## src/rtl/aes_mon_pkg.sv

```systemverilog
// Shared types for the AES BIST/data-interface protocol monitor: flag indices,
// FSM state encodings and small vector helpers.
package aes_mon_pkg;

   localparam int NUM_CHK = 8;

   typedef enum logic [2:0] {
      ERR_RST_ACT    = 3'd0,
      ERR_DONE_EARLY = 3'd1,
      ERR_DONE_TMO   = 3'd2,
      ERR_DONE_SPUR  = 3'd3,
      ERR_VLD_OVLP   = 3'd4,
      ERR_BVLD_EARLY = 3'd5,
      ERR_BVLD_TMO   = 3'd6,
      ERR_SR_MISS    = 3'd7
   } err_idx_e;

   typedef enum logic [0:0] {
      D_IDLE = 1'b0,
      D_WAIT = 1'b1
   } done_state_e;

   typedef enum logic [0:0] {
      B_IDLE  = 1'b0,
      B_ARMED = 1'b1
   } bist_state_e;

   function automatic logic [3:0] pop_count(input logic [NUM_CHK-1:0] v);
      logic [3:0] n;
      n = '0;
      for (int i = 0; i < NUM_CHK; i++) begin
         n = n + 4'(v[i]);
      end
      return n;
   endfunction

   // Lowest index wins when several checks fire in the same cycle.
   function automatic logic [2:0] first_idx(input logic [NUM_CHK-1:0] v);
      logic [2:0] idx;
      idx = '0;
      for (int i = NUM_CHK - 1; i >= 0; i--) begin
         if (v[i]) idx = 3'(i);
      end
      return idx;
   endfunction

endpackage

```

## src/rtl/aes_mon_win_timer.sv

```systemverilog
// Elapsed-cycle window counter: start loads 1, counting runs until cancel or
// the count passes MAX; stop is classified as early/ok against [MIN, MAX].
module aes_mon_win_timer #(
   parameter int MIN = 14,
   parameter int MAX = 64
) (
   input  logic clk,
   input  logic rst_n,
   input  logic start,
   input  logic stop,
   input  logic cancel,
   output logic early,
   output logic ok,
   output logic tmo
);

   localparam int CW = $clog2(MAX + 2);
   localparam logic [CW-1:0] MIN_C = CW'(MIN);
   localparam logic [CW-1:0] MAX_C = CW'(MAX);

   logic [CW-1:0] cnt;

   // A restart in the same cycle as the end of the previous window takes priority.
   always_ff @(posedge clk or negedge rst_n) begin
      if (!rst_n) begin
         cnt <= '0;
      end else if (start) begin
         cnt <= CW'(1);
      end else if (cancel) begin
         cnt <= '0;
      end else if (cnt != '0 && cnt <= MAX_C) begin
         cnt <= cnt + CW'(1);
      end
   end

   assign tmo   = (cnt > MAX_C);
   assign early = stop && (cnt != '0) && (cnt < MIN_C) && !tmo;
   assign ok    = stop && (cnt >= MIN_C) && (cnt <= MAX_C);

endmodule

```

## src/rtl/aes_bist_protocol_mon.sv

```systemverilog
// Passive protocol monitor for the AES core BIST/data handshake with sticky flags,
// a saturating violation counter and irq. Define AES_MON_TRACE_EN for first-violation trace.
module aes_bist_protocol_mon
   import aes_mon_pkg::*;
#(
   parameter int DATA_W   = 8,
   parameter int DONE_MIN = 14,
   parameter int DONE_MAX = 64,
   parameter int BVLD_MIN = 10,
   parameter int BVLD_MAX = 64,
   parameter int CNT_W    = 8
) (
   input  logic              clk,
   input  logic              rst_n,
   input  logic              mon_en,
   input  logic              err_clr,
   input  logic              is_bist,
   input  logic              en_lsfr_misr,
   input  logic              d_vld,
   input  logic              done,
   input  logic [DATA_W-1:0] d_out,
   output logic [7:0]        err_flags,
   output logic [CNT_W-1:0]  err_cnt,
   output logic              irq
`ifdef AES_MON_TRACE_EN
   ,
   output logic              trc_vld,
   output logic [2:0]        trc_code,
   output logic [DATA_W-1:0] trc_data
`endif
);

   localparam logic [CNT_W+3:0] CNT_MAX = {4'b0, {CNT_W{1'b1}}};

   done_state_e d_state, d_nxt;
   bist_state_e b_state, b_nxt;
   logic is_bist_q, pend, post_rst;
   logic d_start, d_cancel, d_early, d_ok, d_tmo;
   logic b_start, b_cancel, b_early, b_ok, b_tmo;
   logic bist_rise, bist_fall;
   logic [NUM_CHK-1:0] viol;
   logic [3:0] n_new;
   logic [CNT_W+3:0] cnt_sum;
   logic unused_ok;

   assign bist_rise = is_bist & ~is_bist_q;
   assign bist_fall = ~is_bist & is_bist_q;
   assign unused_ok = d_ok ^ b_ok;

   aes_mon_win_timer #(.MIN(DONE_MIN), .MAX(DONE_MAX)) u_done_tmr (
      .clk    (clk),
      .rst_n  (rst_n),
      .start  (d_start),
      .stop   (done && (d_state == D_WAIT)),
      .cancel (d_cancel),
      .early  (d_early),
      .ok     (d_ok),
      .tmo    (d_tmo)
   );

   aes_mon_win_timer #(.MIN(BVLD_MIN), .MAX(BVLD_MAX)) u_bist_tmr (
      .clk    (clk),
      .rst_n  (rst_n),
      .start  (b_start),
      .stop   (d_vld && (b_state == B_ARMED)),
      .cancel (b_cancel),
      .early  (b_early),
      .ok     (b_ok),
      .tmo    (b_tmo)
   );

   // done is resolved before d_vld, so a back-to-back op closes the old window and opens a new one.
   always_comb begin
      d_nxt    = d_state;
      b_nxt    = b_state;
      d_start  = 1'b0;
      d_cancel = 1'b0;
      b_start  = 1'b0;
      b_cancel = 1'b0;
      viol     = '0;
      if (!mon_en) begin
         d_nxt    = D_IDLE;
         b_nxt    = B_IDLE;
         d_cancel = 1'b1;
         b_cancel = 1'b1;
      end else begin
         viol[ERR_RST_ACT] = post_rst & (d_vld | done);
         viol[ERR_SR_MISS] = pend & ~en_lsfr_misr;
         case (d_state)
            D_IDLE: begin
               viol[ERR_DONE_SPUR] = done;
               if (d_vld) begin
                  d_start = 1'b1;
                  d_nxt   = D_WAIT;
               end
            end
            D_WAIT: begin
               if (d_tmo || done) begin
                  viol[ERR_DONE_TMO]   = d_tmo;
                  viol[ERR_DONE_EARLY] = d_early;
                  d_cancel = 1'b1;
                  d_nxt    = D_IDLE;
                  if (d_vld) begin
                     d_start = 1'b1;
                     d_nxt   = D_WAIT;
                  end
               end else begin
                  viol[ERR_VLD_OVLP] = d_vld;
               end
            end
            default: d_nxt = D_IDLE;
         endcase
         case (b_state)
            B_IDLE: begin
               if (bist_rise) begin
                  b_start = 1'b1;
                  b_nxt   = B_ARMED;
               end
            end
            B_ARMED: begin
               if (b_tmo || d_vld || bist_fall) begin
                  viol[ERR_BVLD_TMO]   = b_tmo;
                  viol[ERR_BVLD_EARLY] = b_early;
                  b_cancel = 1'b1;
                  b_nxt    = B_IDLE;
               end
            end
            default: b_nxt = B_IDLE;
         endcase
      end
   end

   always_ff @(posedge clk or negedge rst_n) begin
      if (!rst_n) begin
         d_state   <= D_IDLE;
         b_state   <= B_IDLE;
         is_bist_q <= 1'b0;
         pend      <= 1'b0;
         post_rst  <= 1'b1;
      end else begin
         d_state   <= d_nxt;
         b_state   <= b_nxt;
         is_bist_q <= is_bist;
         pend      <= mon_en & is_bist & ~en_lsfr_misr;
         post_rst  <= 1'b0;
      end
   end

   // A clear in the same cycle as a violation restarts from that violation, not from zero.
   assign n_new   = pop_count(viol);
   assign cnt_sum = (err_clr ? '0 : {4'b0, err_cnt}) + {{CNT_W{1'b0}}, n_new};

   always_ff @(posedge clk or negedge rst_n) begin
      if (!rst_n) begin
         err_flags <= '0;
         err_cnt   <= '0;
         irq       <= 1'b0;
      end else begin
         err_flags <= err_clr ? viol : (err_flags | viol);
         err_cnt   <= (cnt_sum > CNT_MAX) ? CNT_MAX[CNT_W-1:0] : cnt_sum[CNT_W-1:0];
         irq       <= |err_flags;
      end
   end

`ifdef AES_MON_TRACE_EN
   always_ff @(posedge clk or negedge rst_n) begin
      if (!rst_n) begin
         trc_vld  <= 1'b0;
         trc_code <= '0;
         trc_data <= '0;
      end else if ((err_clr || !trc_vld) && (|viol)) begin
         trc_vld  <= 1'b1;
         trc_code <= first_idx(viol);
         trc_data <= d_out;
      end else if (err_clr) begin
         trc_vld  <= 1'b0;
         trc_code <= '0;
         trc_data <= '0;
      end
   end
`else
   logic unused_dout;
   assign unused_dout = ^d_out;
`endif

endmodule

```

## config.mk

```make
export PLATFORM = sky130hd
export DESIGN_NAME = aes_bist_protocol_mon
export DESIGN_NICKNAME = d
export VERILOG_FILES = /design/src/rtl/aes_mon_pkg.sv /design/src/rtl/aes_mon_win_timer.sv /design/src/rtl/aes_bist_protocol_mon.sv
export SDC_FILE = /design/constraint.sdc
export NUM_CORES = 1
export LEC_CHECK = 0
export BUFFER_PORTS_ARGS = -buffer_cell sky130_fd_sc_hd__buf_2
export CORE_MARGIN = 8
export CORE_UTILIZATION = 40
export DETAILED_ROUTE_END_ITERATION = 8
export HOLD_SLACK_MARGIN = 0.08
export MAX_ROUTING_LAYER = met4
export SETUP_SLACK_MARGIN = 0.1
export SYNTH_ARGS = -nofsm -noshare
export SYNTH_HDL_FRONTEND = slang
export SYNTH_SLANG_ARGS = --single-unit
export TNS_END_PERCENT = 1
```

## constraint.sdc

```tcl
create_clock -name clk -period 8.15 [get_ports clk]
set_input_delay 1.63 -clock clk [delete_from_list [all_inputs] [get_ports clk]]
set_output_delay 1.63 -clock clk [all_outputs]
set_load 0.05 [all_outputs]
```

== Yosys cells after proc, flatten, opt, wreduce, memory -nomap -nowiden ==
Cells that the tools add are included.
Operators by class
  add/sub/neg operators: 10
  $lt $le $gt $ge: 7
  mux-type cells: 36
  bitwise logic cells: 13
  reductions and logical operators: 20
Operators with widths (count)
  two-way mux 7 bit: 6
  two-way mux 8 bit: 4
  two-way mux 1 bit: 19
  adder 4 x 1 -> 4 bit: 4
  adder 7 x 1 -> 7 bit, second input constant: 2
  greater-than comparator 7 bit, second input constant: 2
  <= comparator 7 bit, second input constant: 2
  < comparator 7 x 4 -> 1 bit, second input constant: 2
  nonzero test 7 bit: 2
  logical AND 1 bit: 10
  adder 8 x 4 -> 9 bit: 1
  greater-than comparator 9 x 8 -> 1 bit, second input constant: 1
  two-way mux 2 bit: 4
  bitwise OR 8 bit: 1
  OR reduction 8 bit: 1
  bitwise AND 1 bit: 6
  one-hot mux 1 bit (2 select lines): 3
  nonzero test 3 bit: 2
  inverter 1 bit: 5
  adder 3 x 1 -> 4 bit: 1
  adder 2 x 1 -> 3 bit: 1
  logical OR 1 bit: 3
  adder 1 x 1 -> 2 bit: 1
  logical NOT 1 bit: 2
  bitwise OR 1 bit: 1
Storage, ports and cells
  flip-flop bits (word level): 36
  input port bits: 16
  output and inout bits: 17
  word-level logic and storage cells: 96

== Depth between registers and ports, before layout ==
Gate-level depths: netlist (run 1).
  word-level depth: 17
  gate-level depth with buffers: 17
  gate-level depth less buffers: 17

== Cells and area by module ==
Synthesis (run 1) repeated with hierarchy kept, for this count alone.
Unflattened totals
  cell total of the unflattened synthesis: 244
  area total of the unflattened synthesis: 2298.5 µm²
Modules (own cells, without submodules)
  aes_bist_protocol_mon: instances 1, cells each 122, area an instance 1255.0 µm², seq. area each 551.8 µm²
  aes_mon_win_timer at u_done_tmr: instances 1, cells each 60, area an instance 524.3 µm², seq. area each 175.2 µm²
  aes_mon_win_timer at u_bist_tmr: instances 1, cells each 62, area an instance 519.2 µm², seq. area each 175.2 µm²

== Worst setup path after synthesis (run 1) ==
Ideal clock, no wire load.
  path type: input to register
  start point: input port mon_en
  end point: register err_cnt[6]
  setup time: 0.134 ns
  arrival time: 4.932 ns
  data required time: 8.016 ns
  setup slack: 3.084 ns
  cell stages on the path: 15
  buffers on the path: 1
  cell sequence: clkbuf_1 > o211a_1 > fa_1 > inv_1 > fa_1 > inv_1 > fa_1 > fa_1 > inv_1 > fa_1 > nor2b_1 > o21ai_0 > nand2b_1 > nor4bb_1 > nor3_1
On the way
  cells in the longest elaborated chain, start to end: 11
Ends and longest elaborated chain
  from (decl): line aes_bist_protocol_mon.sv:15  | input logic mon_en,
  two-way mux 8 bit *: line aes_bist_protocol_mon.sv:81  | if (!mon_en) begin
  adder 1 x 1 -> 2 bit: line aes_mon_pkg.sv:32  | n = n + 4'(v[i]);
  adder 2 x 1 -> 3 bit: line aes_mon_pkg.sv:32
  adder 3 x 1 -> 4 bit: line aes_mon_pkg.sv:32
  adder 4 x 1 -> 4 bit (3 in a row): line aes_mon_pkg.sv:32
  adder 4 x 1 -> 4 bit *: line aes_mon_pkg.sv:32
  adder 8 x 4 -> 9 bit *: line aes_bist_protocol_mon.sv:151  | assign cnt_sum = (err_clr ? '0 : {4'b0, err_cnt}) + {{CNT_W{1'b0}}, n_new};
  greater-than comparator 9 x 8 -> 1 bit: line aes_bist_protocol_mon.sv:160  | err_cnt <= (cnt_sum > CNT_MAX) ? CNT_MAX[CNT_W-1:0] : cnt_sum[CNT_W-1:0];
  two-way mux 8 bit *: line aes_bist_protocol_mon.sv:160
  to (signal assigned): line aes_bist_protocol_mon.sv:160
  to (decl): line aes_bist_protocol_mon.sv:23  | output logic [CNT_W-1:0] err_cnt,
Every way passes the cells marked *; elsewhere a longest branch is shown, timed or not.
A chain may end at the register's enable or synchronous reset.

== Worst setup path in the final report (run 1) ==
  start point: input port mon_en
  end point: register err_cnt[2]
The elaborated chain is that of the path after synthesis.

==> summary.md, run 1 <==
| Metric | Value |
|---|---|
| Status | finished, final reports clean |
| Die extent in x | 87.2 um |
| Setup CP Type | in2reg |
| Cell Count, Final, Fillers Out | 307 |
| RSZ-0062 raised after global routing | no |
| Reg2Reg Depth | 16 |
| Netlist cell types | 44 |
| Via count | 1526 |
| Arr. time, crit path | 5.50 ns |
| Clock latency on the worst-skew pair | 0.29 ns |
| Synth top area cells | dfrtp_1, ha_1, fa_1 |
| Worst IR Drop VDD | 0.0000962 V |
| WP buf/inv | 4 |
| Cells after Synth | 208 |
| Syn nets | 239 |
| First-pass GRT wire length | 7580 um |
| Die area | 7600 sq um |
| Core Area | 5010 sq um |
| Storage cell area | 902 sq um |
| Leakage | 1.18 nW |
| Share of layout cells above drive strength 1 | 0.160 |
| Layout Nets | 268 |
| Largest net degree at the start of global routing | 37 |
| Max-slew violation count | 0 |
| Gr ovfl total | 0 |
| Cells after DPL | 300 |
| Drt total wl | 4170 um |
| Vias/cell | 4.97 |
| DR WL/cell | 13.6 um |
| WHS Endpoint | irq$_DFF_PN0_ |
| Multi-input gate area | 1050 sq um |
| Hold path depth | 2 |
| DR pass1 iterations | 4 |
| I/O pins | 33 |
| Top cells by count, synth | dfrtp_1, nor2_1, nand2_1, inv_1, ha_1 |
| Critical Path Start Type | input port |
| Syn avg cell area | 9.75 sq um |
| Asr flop ratio synth | 1.00 |
| Synthesis-stage register bit count | 36 |
| Crit path cell chain | buf_2, nand4_1, a311oi_1, fa_1, inv_1, fa_1, inv_1, fa_1, fa_1, inv_1, fa_1, nor2b_1, o21ai_0, nand2b_1, nand4_1, o21ai_0 |
| Hold Crit Start | err_flags[1]$_DFF_PN0_ |
| YS warnings | 0 |
| Die Y | 87.2 um |
| Post-synthesis sequential area ratio | 0.445 |
| Sink Count | 36 |
| Max_cap viols | 0 |
| Critical-path top delay cell | a311oi_1 |
| Rel. slew slack | 0.459 |
| Row count | 26 |
| Remaining DRCs | 0 |
| Hold Vio Cnt, Final | 0 |
| Worst Tran Pin Value | 0.811 ns |
| Most frequent CP cell | fa_1 |
| Cell Area, Synth | 2030 sq um |
| FF-to-FF Start | u_done_tmr.cnt[5]$_DFFE_PN0P_ |
| CTS HTree Levels | 2 |
| DPL Wire Length | 3160 um |
| Final period util | 0.657 |
| Most numerous cell in the Yosys netlist | dfrtp_1 |
| Starting DRC count in detailed routing | 101 |
| Fillers | 514 |
| R2R setup slack | 3.64 ns |
| Setup crit end kind | register |
| Vias in the first global route | 1622 |
| Post-synth top area share | 0.432 |
| Port Buf Inserts | 24 |
| Root buf cell | clkbuf_8 |
| Worst-path clk slew | 0.07 ns |
| Routability congestion estimate | 0.793 |
| Post-route ant nets | 0 |
| Post-Route Setup TNS | 0 ns |
| Crit-path max FO | 14 |
| Final clock skew | 0.00777 ns |
| Fin crit period | 5.36 ns |
| Hold WC Path Type | reg2reg |
| # Post-CTS Setup Buffers | 0 |
| Hold Buf Count CTS | 0 |
| Fin util | 0.460 |
| Top FF cell, synth | dfrtp_1 |
| Worst-case clock buffer depth | 2 |
| Cts repair resizes | 0 |
| Pwr dens | 180 nW/um^2 |
| CTS Buf Count | 5 |
| Initial core utilization | 0.405 |
| CP required | 8.30 ns |
| Setup-failing EPs final | 0 |
| CTS tree | built |
| EDFF count, synth | 0 |
| Ant diodes | 0 |
| Synth area leader | dfrtp_1 |
| Synth-to-layout area growth | 13.7% |
| Worst R2R End | err_cnt[2]$_DFF_PN0_ |
| Cell family with most CP delay | adder cells |
| GR Util All Layers | 0.131 |
| Power Total | 0.416 mW |
| Fmax | 187 MHz |
| CP max stage delay | 0.52 ns |
| Initial antenna violation count | 0 |
## per-layer routing
metal  vias to the layer above  share of wire  GRT usage
met5                         -              0          -
met4                         0          0.019     0.0516
met3                         5          0.039     0.0396
met2                        23           0.45      0.194
met1                       724           0.49      0.162
li1                        774              -          -
## layout by cell type, fill, tap and decap left out, drive strengths merged, types with 6 or more instances in the layout
| master | instances |
|---|---|
| nor3 | 6 |
| clkbuf | 6 |
| a21o | 8 |
| dfrtp | 35 |
| inv | 17 |
| ha | 10 |
| nand2 | 22 |
| buf | 24 |
| nand3 | 7 |
| o21ai | 9 |
| nor2 | 23 |
| nor2b | 8 |
## stage by stage
step | hold slack [ns] | cell area, sq um | worst slack (ns)
after floorplan | 0.538 | 2030 | 3.08
after global placement | 0.487 | 2230 | 2.48
after detailed placement | 0.485 | 2230 | 2.38
after CTS | 0.498 | 2310 | 2.72
after global routing | 0.534 | 2310 | 2.38
final | 0.491 | 2310 | 2.79
## final cells by class
type,count,share of cell area
Multi-Input combinational cell,152,0.456
Sequential cell,36,0.391
Timing Repair Buffer,24,0.0521
Tap cell,70,0.0380
Clock buffer,6,0.0315
Inverter,18,0.0293
Clock inverter,1,0.00217
## worst min-delay path: cells and delay by family, from the launching register on
family           cells  cell delay [ns]
and+or+nand+nor      2             0.11
DFF                  1             0.36
## report_power, final
group	internal, mW	leakage (nW)	switching [mW]
logic	0.0317	0.658	0.0677
registers	0.191	0.483	0.00888
clock network	0.0580	0.0410	0.0592
## registers in the layout (all words and copies together), names as in the netlist
signal / count
irq: 1
post_rst: 1
is_bist_q: 1
pend: 1
u_bist_tmr.cnt: 7
u_done_tmr.cnt: 7
b_state: 1
err_cnt: 8
err_flags: 8
d_state: 1
## kinds of logic after synthesis
kind of cell / after synthesis / share of synthesized area
AND/OR/NAND/NOR: 88 / 0.221
AO/OA/AOI/OAI: 37 / 0.136
flip-flops: 36 / 0.445
buffers and inverters: 20 / 0.0370
adder cells (fa/ha/maj): 15 / 0.111
XOR/XNOR: 9 / 0.0389
multiplexers: 2 / 0.00987
other: 1 / 0.00185
## worst max path at each step
stage	cells after the start	slack, ns	start	endpoint
after floorplan	15	3.08	mon_en	err_cnt[6]$_DFF_PN0_
after global routing	16	2.38	mon_en	err_cnt[2]$_DFF_PN0_
after CTS	16	2.72	mon_en	err_cnt[2]$_DFF_PN0_
after global placement	16	2.48	mon_en	err_cnt[2]$_DFF_PN0_
final	16	2.79	mon_en	err_cnt[2]$_DFF_PN0_
after detailed placement	16	2.38	mon_en	err_cnt[2]$_DFF_PN0_
Note: power is estimated with default switching activity, not from simulation.
==> inputs of run 2 (changes only) <==
- clock period: 8.15 -> 4.5 ns (I/O delays scaled with it)
==> run 2 against run 1 <==
Effect of this change:
- clock power increased by 150%
- first-iteration DRC count rose by 5.0%
- sequential share of layout area decreased by 2.6 points
- register-to-register slack lost 3.3 ns
- cell count up 4.6%
- non-clock buffer count grew 13
- global-route usage is 0.46 points higher
- count of clock-buffer cells in the layout is 1 lower
- hold slack improved by 0.014 ns
- critical endpoint is now err_cnt[6]$_DFF_PN0_
- largest cell class unchanged
- largest power group unchanged
- highest routed layer unchanged
==> summary.md, run 2 (synthesis results as in run 1) <==
| Metric | Value |
|---|---|
| CTS Buf Count | 5 (unchanged) |
| Worst Tran Pin Value | 0.807 ns (-0.00416 ns) |
| Largest net degree at the start of global routing | 37 (unchanged) |
| CP max stage delay | 0.52 ns (about the same) |
| Crit-path max FO | 4 (-10) |
| Core Area | 5010 sq um (unchanged) |
| Crit path cell chain | buf_2, nand4_1, a311oi_2, buf_4, fa_1, inv_2, fa_1, inv_1, fa_1, fa_2, inv_2, fa_2, nor2b_2, o21ai_1, nand2b_1, nor4bb_1, nor3_1 |
| CTS HTree Levels | 2 (unchanged) |
| Vias/cell | 4.98 (+0.21%) |
| Ant diodes | 0 (unchanged) |
| Biggest regs | err_cnt x8, err_flags x8 |
| Worst-path clk slew | 0.08 ns (about the same) |
| DR WL/cell | 13.9 um (+2.3%) |
| Setup crit end kind | register |
| Share of layout cells above drive strength 1 | 0.247 (+0.0867) |
| Arr. time, crit path | 4.32 ns (-1.18 ns) |
| Max-slew violation count | 0 (unchanged) |
| Die extent in x | 87.2 um (unchanged) |
| Port Buf Inserts | 24 (unchanged) |
| RSZ-0062 raised after global routing | yes |
| Drt total wl | 4460 um (+6.9%) |
| Fmax | 242 MHz |
| Rel. slew slack | 0.462 (+0.00277) |
| CTS tree | built |
| Sink Count | 36 (unchanged) |
| Routability congestion estimate | 0.795 (+0.14%) |
| Status | finished, final reports clean |
| Post-Route Setup TNS | 0 ns (unchanged) |
| Final instance area | 2470 sq um (+7.0%) |
| Commonest non-fill, non-tap cell in the layout | dfrtp_1 |
| Placement-stage cell area | 2320 sq um (+4.0%) |
| I/O pins | 33 (unchanged) |
| Worst-case clock buffer depth | 2 (unchanged) |
| Fillers | 496 (-3.5%) |
| Initial antenna violation count | 0 (unchanged) |
| Via count | 1599 (+4.8%) |
| Vias in the first global route | 1677 (+3.4%) |
| Critical-path top delay cell | fa_1 |
| DR pass1 iterations | 4 (unchanged) |
| Pwr dens | 342 nW/um^2 (+90%) |
| Final period util | 0.919 |
| Most frequent CP cell | fa_1 |
| Hold Buf Count CTS | 0 (unchanged) |
| Die Y | 87.2 um (unchanged) |
| Clock latency on the worst-skew pair | 0.30 ns (about the same) |
| Final clock skew | 0.00831 ns (+0.000542 ns) |
| Initial core utilization | 0.405 (unchanged) |
| Layout Nets | 281 (+4.9%) |
| Gr ovfl total | 0 (unchanged) |
| Remaining DRCs | 0 (unchanged) |
| Setup CP Type | in2reg |
| Row count | 26 (unchanged) |
| Die area | 7600 sq um (unchanged) |
| Hold WC Path Type | reg2reg |
| GR Util All Layers | 0.135 (+0.00459) |
| Starting DRC count in detailed routing | 106 (+5.0%) |
| DPL Wire Length | 3330 um (+5.2%) |
| Max_cap viols | 0 (unchanged) |
| Synth-to-layout area growth | 21.7% |
| Setup-failing EPs final | 0 (unchanged) |
| Worst IR Drop VDD | 0.000174 V (+80%) |
| Post-route ant nets | 0 (unchanged) |
| Critical Path Start Type | input port |
| Hold Vio Cnt, Final | 0 (unchanged) |
| Commonest cells after routing, fill and taps aside | dfrtp_1, buf_2, nor2_1 |
| Root buf cell | clkbuf_8 |
| CP required | 4.68 ns (-3.62 ns) |
| Fin crit period | 4.14 ns |
| First-pass GRT wire length | 7880 um (+4.0%) |
| Leakage | 1.26 nW (+6.9%) |
## run 2: cell types whose count changed in the layout (fill, tap and decap cells not counted), moves of 2 or more
cell	delta
fa_2	+2
inv_1	-3
fa_1	-2
buf_4	+13
inv_2	+3
## run 2: worst paths after layout
check,startpoint,to,slack (ns),cells past startpoint
max,done,err_cnt[6]$_DFF_PN0_,0.36,17
min,err_flags[1]$_DFF_PN0_,irq$_DFF_PN0_,0.51,2
max reg2reg,u_done_tmr.cnt[0]$_DFFE_PN0P_,err_cnt[6]$_DFF_PN0_,0.38,18
min reg2reg,err_flags[1]$_DFF_PN0_,irq$_DFF_PN0_,0.51,2
max in group asynchronous,rst_n,err_cnt[2]$_DFF_PN0_,3.29,1
min in group asynchronous,rst_n,u_done_tmr.cnt[3]$_DFFE_PN0P_,0.68,1
## run 2: critical path: cells and delay by family
kind                       cells  cell delay (ns)
adders and majority gates      5             2.11
and+or+nand+nor                5             0.76
buffers and inverters          5             0.43
AOI/OAI and AO/OA              2             0.12
## run 2: power breakdown
part           internal [mW]  switching [mW]
combinational         0.0683           0.128
clock                  0.164           0.123
sequential             0.345          0.0155
## run 2: metrics by stage
step	hold WS (ns)	total power [mW]	cells	setup WS, ns	utilization
floorplan	0.538	0.501	208	0.164	-
global placement	0.484	0.558	312	-0.143	0.463
detailed placement	0.491	0.561	312	-0.163	0.463
CTS	0.510	0.854	321	0.112	0.487
global route	0.532	0.891	321	0.0962	0.493
finish	0.506	0.844	321	0.363	0.493
## run 2: timing repair
item | CTS | global route
setup buffers | 1 | 0
gates resized for setup | 0 | 11
endpoints found under the setup margin | 4 | 8
pin swaps | 1 | 5
## run 2: metal layers
metal / vias up / global-route usage / part of all wire
met5: - / - / 0
met4: 0 / 0.0469 / 0.015
met3: 6 / 0.0358 / 0.041
met2: 29 / 0.207 / 0.47
met1: 765 / 0.169 / 0.48
li1: 799 / - / -
## run 2: area by class of cell
type | count | area [sq um] | area share
flip-flops and latches | 36 | 902 | 0.366
clock inverters | 3 | 42.5 | 0.0172
clock buffers | 5 | 68.8 | 0.0279
repair buffers | 37 | 218 | 0.0882
inverters | 18 | 67.6 | 0.0274
well taps | 70 | 87.6 | 0.0355
multi-input cells | 152 | 1080 | 0.438
==> inputs of run 3 (changes only) <==
- CELL_PAD_IN_SITES_DETAIL_PLACEMENT: not set -> 1
- CELL_PAD_IN_SITES_GLOBAL_PLACEMENT: not set -> 2
- CORE_UTILIZATION: 40 -> 31
- PLACE_DENSITY_LB_ADDON: not set -> 0.1
==> run 3 against run 2 <==
Effect of this change:
- sequential power about the same
- utilization down 9.1 points
- combinational power about the same
- cell count up 4.0%
- die area up 23%
- count of clock-buffer cells in the layout unchanged
- clock skew up 0.00077 ns
- critical endpoint is now err_cnt[0]$_DFF_PN0_
- largest power group unchanged
==> summary.md, run 3 (synthesis results as in run 1) <==
| Metric | Value |
|---|---|
| Setup-failing EPs final | 0 (unchanged) |
| Final clock skew | 0.00908 ns (+0.000768 ns) |
| DR WL/cell | 15.6 um (+12%) |
| Die Y | 96.9 um (+11%) |
| Die area | 9390 sq um (+23%) |
| DR pass1 iterations | 4 (unchanged) |
| Setup CP Type | in2reg |
| Starting DRC count in detailed routing | 25 (-76%) |
| RSZ-0062 raised after global routing | no |
| Initial antenna violation count | 0 (unchanged) |
| CTS Buf Count | 5 (unchanged) |
| Worst IR Drop VDD | 0.000207 V (+19%) |
| Rel. slew slack | 0.437 (-0.0256) |
| I/O pins | 33 (unchanged) |
| Fin crit period | 4.19 ns (+0.0556 ns) |
| Max_cap viols | 0 (unchanged) |
| Critical Path Start Type | input port |
| Arr. time, crit path | 4.42 ns (+0.10 ns) |
| Share of layout cells above drive strength 1 | 0.272 (+0.0254) |
| Worst Tran Pin Value | 0.845 ns (+0.0384 ns) |
| Cells after DPL | 323 (+3.5%) |
| Setup crit end kind | register |
| GR Util All Layers | 0.119 (-0.0163) |
| Remaining DRCs | 0 (unchanged) |
| Worst R2R End | err_cnt[0]$_DFF_PN0_ |
| Dpl ws | -0.231 ns (-0.0684 ns) |
| Placement-stage cell area | 2360 sq um (+1.7%) |
| Cell Count, Final, Fillers Out | 334 (+4.0%) |
| Worst-case clock buffer depth | 2 (unchanged) |
| Pwr dens | 331 nW/um^2 (-3.3%) |
| Met2 Usage GRT | 0.187 (-0.0198) |
| M3 GR Usage | 0.0242 (-0.0117) |
| DPL Wire Length | 3980 um (+20%) |
| Hold Crit Start | err_flags[0]$_DFF_PN0_ |
| Leakage | 1.30 nW (+2.7%) |
| Reg2Reg Depth | 19 (+1) |
| Fin Hold WS | 0.514 ns (+0.00845 ns) |
| Core Area | 6350 sq um (+27%) |
| Fillers | 740 (+49%) |
| CTS tree | built |
| Via count | 1652 (+3.3%) |
| WHS Endpoint | irq$_DFF_PN0_ |
| Commonest non-fill, non-tap cell in the layout | dfrtp_1 |
| Root buf cell | clkbuf_8 |
| Hold path depth | 2 (unchanged) |
| Final period util | 0.932 (+0.0123) |
| Port Buf Inserts | 24 (unchanged) |
| Final worst slack | 0.307 ns (-0.0556 ns) |
| Largest net degree at the start of global routing | 37 (unchanged) |
| Vias in the first global route | 1844 (+10%) |
| Status | finished, final reports clean |
| Routability congestion estimate | 0.784 (-1.3%) |
| M1 GR Usage | 0.147 (-0.0219) |
| Gr ovfl total | 0 (unchanged) |
| R2R setup slack | 0.31 ns (-0.07 ns) |
| Layout Nets | 287 (+2.1%) |
| Sink Count | 36 (unchanged) |
| Biggest regs | err_cnt x8, err_flags x8 |
| FF-to-FF Start | u_done_tmr.cnt[0]$_DFFE_PN0P_ |
| Hold Buf Count CTS | 0 (unchanged) |
| Die extent in x | 96.9 um (+11%) |
| Crit-path max FO | 5 (+1) |
| Clock latency on the worst-skew pair | 0.29 ns (about the same) |
| Fmax | 239 MHz (-1.3%) |
| Row count | 29 (+12%) |
| Initial core utilization | 0.319 (-0.0854) |
| Most used routing layer | met2 |
| Worst-path clk slew | 0.08 ns (about the same) |
| Drt total wl | 5190 um (+17%) |
| Vias/cell | 4.95 (-0.71%) |
| Max-slew violation count | 0 (unchanged) |
| Post-route ant nets | 0 (unchanged) |
| Synth-to-layout area growth | 25.7% |
| Final instance area | 2550 sq um (+3.3%) |
| Commonest cells after routing, fill and taps aside | dfrtp_1, buf_2, nor2_1 |
| Ant diodes | 0 (unchanged) |
| Hold WC Path Type | reg2reg |
| CTS HTree Levels | 2 (unchanged) |
| First-pass GRT wire length | 9000 um (+14%) |
| CP required | 4.73 ns (+0.05 ns) |
| Hold Vio Cnt, Final | 0 (unchanged) |
[run 3: changes by cell type in the layout (fill, tap and decap cells not counted)]
cell,delta
buf_4,+6
dfrtp_1,-2
dfrtp_2,+2
inv_1,+2
inv_2,-2
nor3_1,-1
nor3_4,+1
nor4bb_1,-1
nor4bb_4,+1
[run 3: how the worst max path moves through the flow]
stage / from / end / slack (ns) / cells past startpoint
floorplan: mon_en / err_cnt[6]$_DFF_PN0_ / 0.16 / 15
global placement: mon_en / err_cnt[2]$_DFF_PN0_ / -0.24 / 17
detailed placement: mon_en / err_cnt[2]$_DFF_PN0_ / -0.23 / 17
CTS: u_done_tmr.cnt[4]$_DFFE_PN0P_ / err_cnt[6]$_DFF_PN0_ / 0.09 / 18
global route: u_done_tmr.cnt[0]$_DFFE_PN0P_ / err_cnt[0]$_DFF_PN0_ / 0.1 / 19
finish: done / err_cnt[0]$_DFF_PN0_ / 0.31 / 18
[run 3: area by class of cell]
| cell class | instances | area (sq um) | share of cell area |
|---|---|---|---|
| sequential | 36 | 905 | 0.355 |
| inverter | 18 | 67.6 | 0.0265 |
| clock buffer | 5 | 68.8 | 0.0270 |
| multi-input combinational | 152 | 1110 | 0.434 |
| clock inverter | 3 | 42.5 | 0.0167 |
| tap | 77 | 96.3 | 0.0378 |
| timing repair buffer | 43 | 263 | 0.103 |
[run 3: per-stage QoR]
step	util	setup TNS (ns)	total power [mW]
4_1_cts	0.393	0	0.861
3_3_place_gp	0.371	-1.47	0.559
6_report	0.402	0	0.843
5_1_grt	0.402	0	0.896
2_1_floorplan	-	0	0.501
3_5_place_dp	0.371	-1.32	0.565
[run 3: worst max-delay path, stage by stage]
cell	delay, ns
buf_2	0.12
nand4_1	0.11
a311oi_2	0.06
buf_4	0.17
fa_1	0.49
inv_1	0.06
fa_1	0.50
inv_1	0.05
fa_1	0.49
fa_2	0.20
inv_1	0.06
fa_2	0.36
nor2b_2	0.13
o21ai_1	0.07
nand2b_1	0.13
nand4_1	0.23
buf_4	0.23
nand2b_1	0.06
[run 3: metal layers]
layer / wire (um) / vias up
li1: - / 811
met3: 128 / 6
met1: 2540 / 811
met2: 2450 / 24
met4: 75 / 0
met5: 0 / -
[run 3: what timing repair did]
action | 4_1_cts | 5_1_grt
pin swaps | 1 | 6
setup endpoints to repair | 8 | 8
buffers inserted | 2 | 1
resized for setup | 2 | 13
[run 3: power by group]
group | leakage (nW) | total (mW) | internal, mW | switching (mW)
clock | 0.0541 | 0.288 | 0.164 | 0.124
combinational | 0.764 | 0.195 | 0.0676 | 0.127
sequential | 0.480 | 0.361 | 0.345 | 0.0160
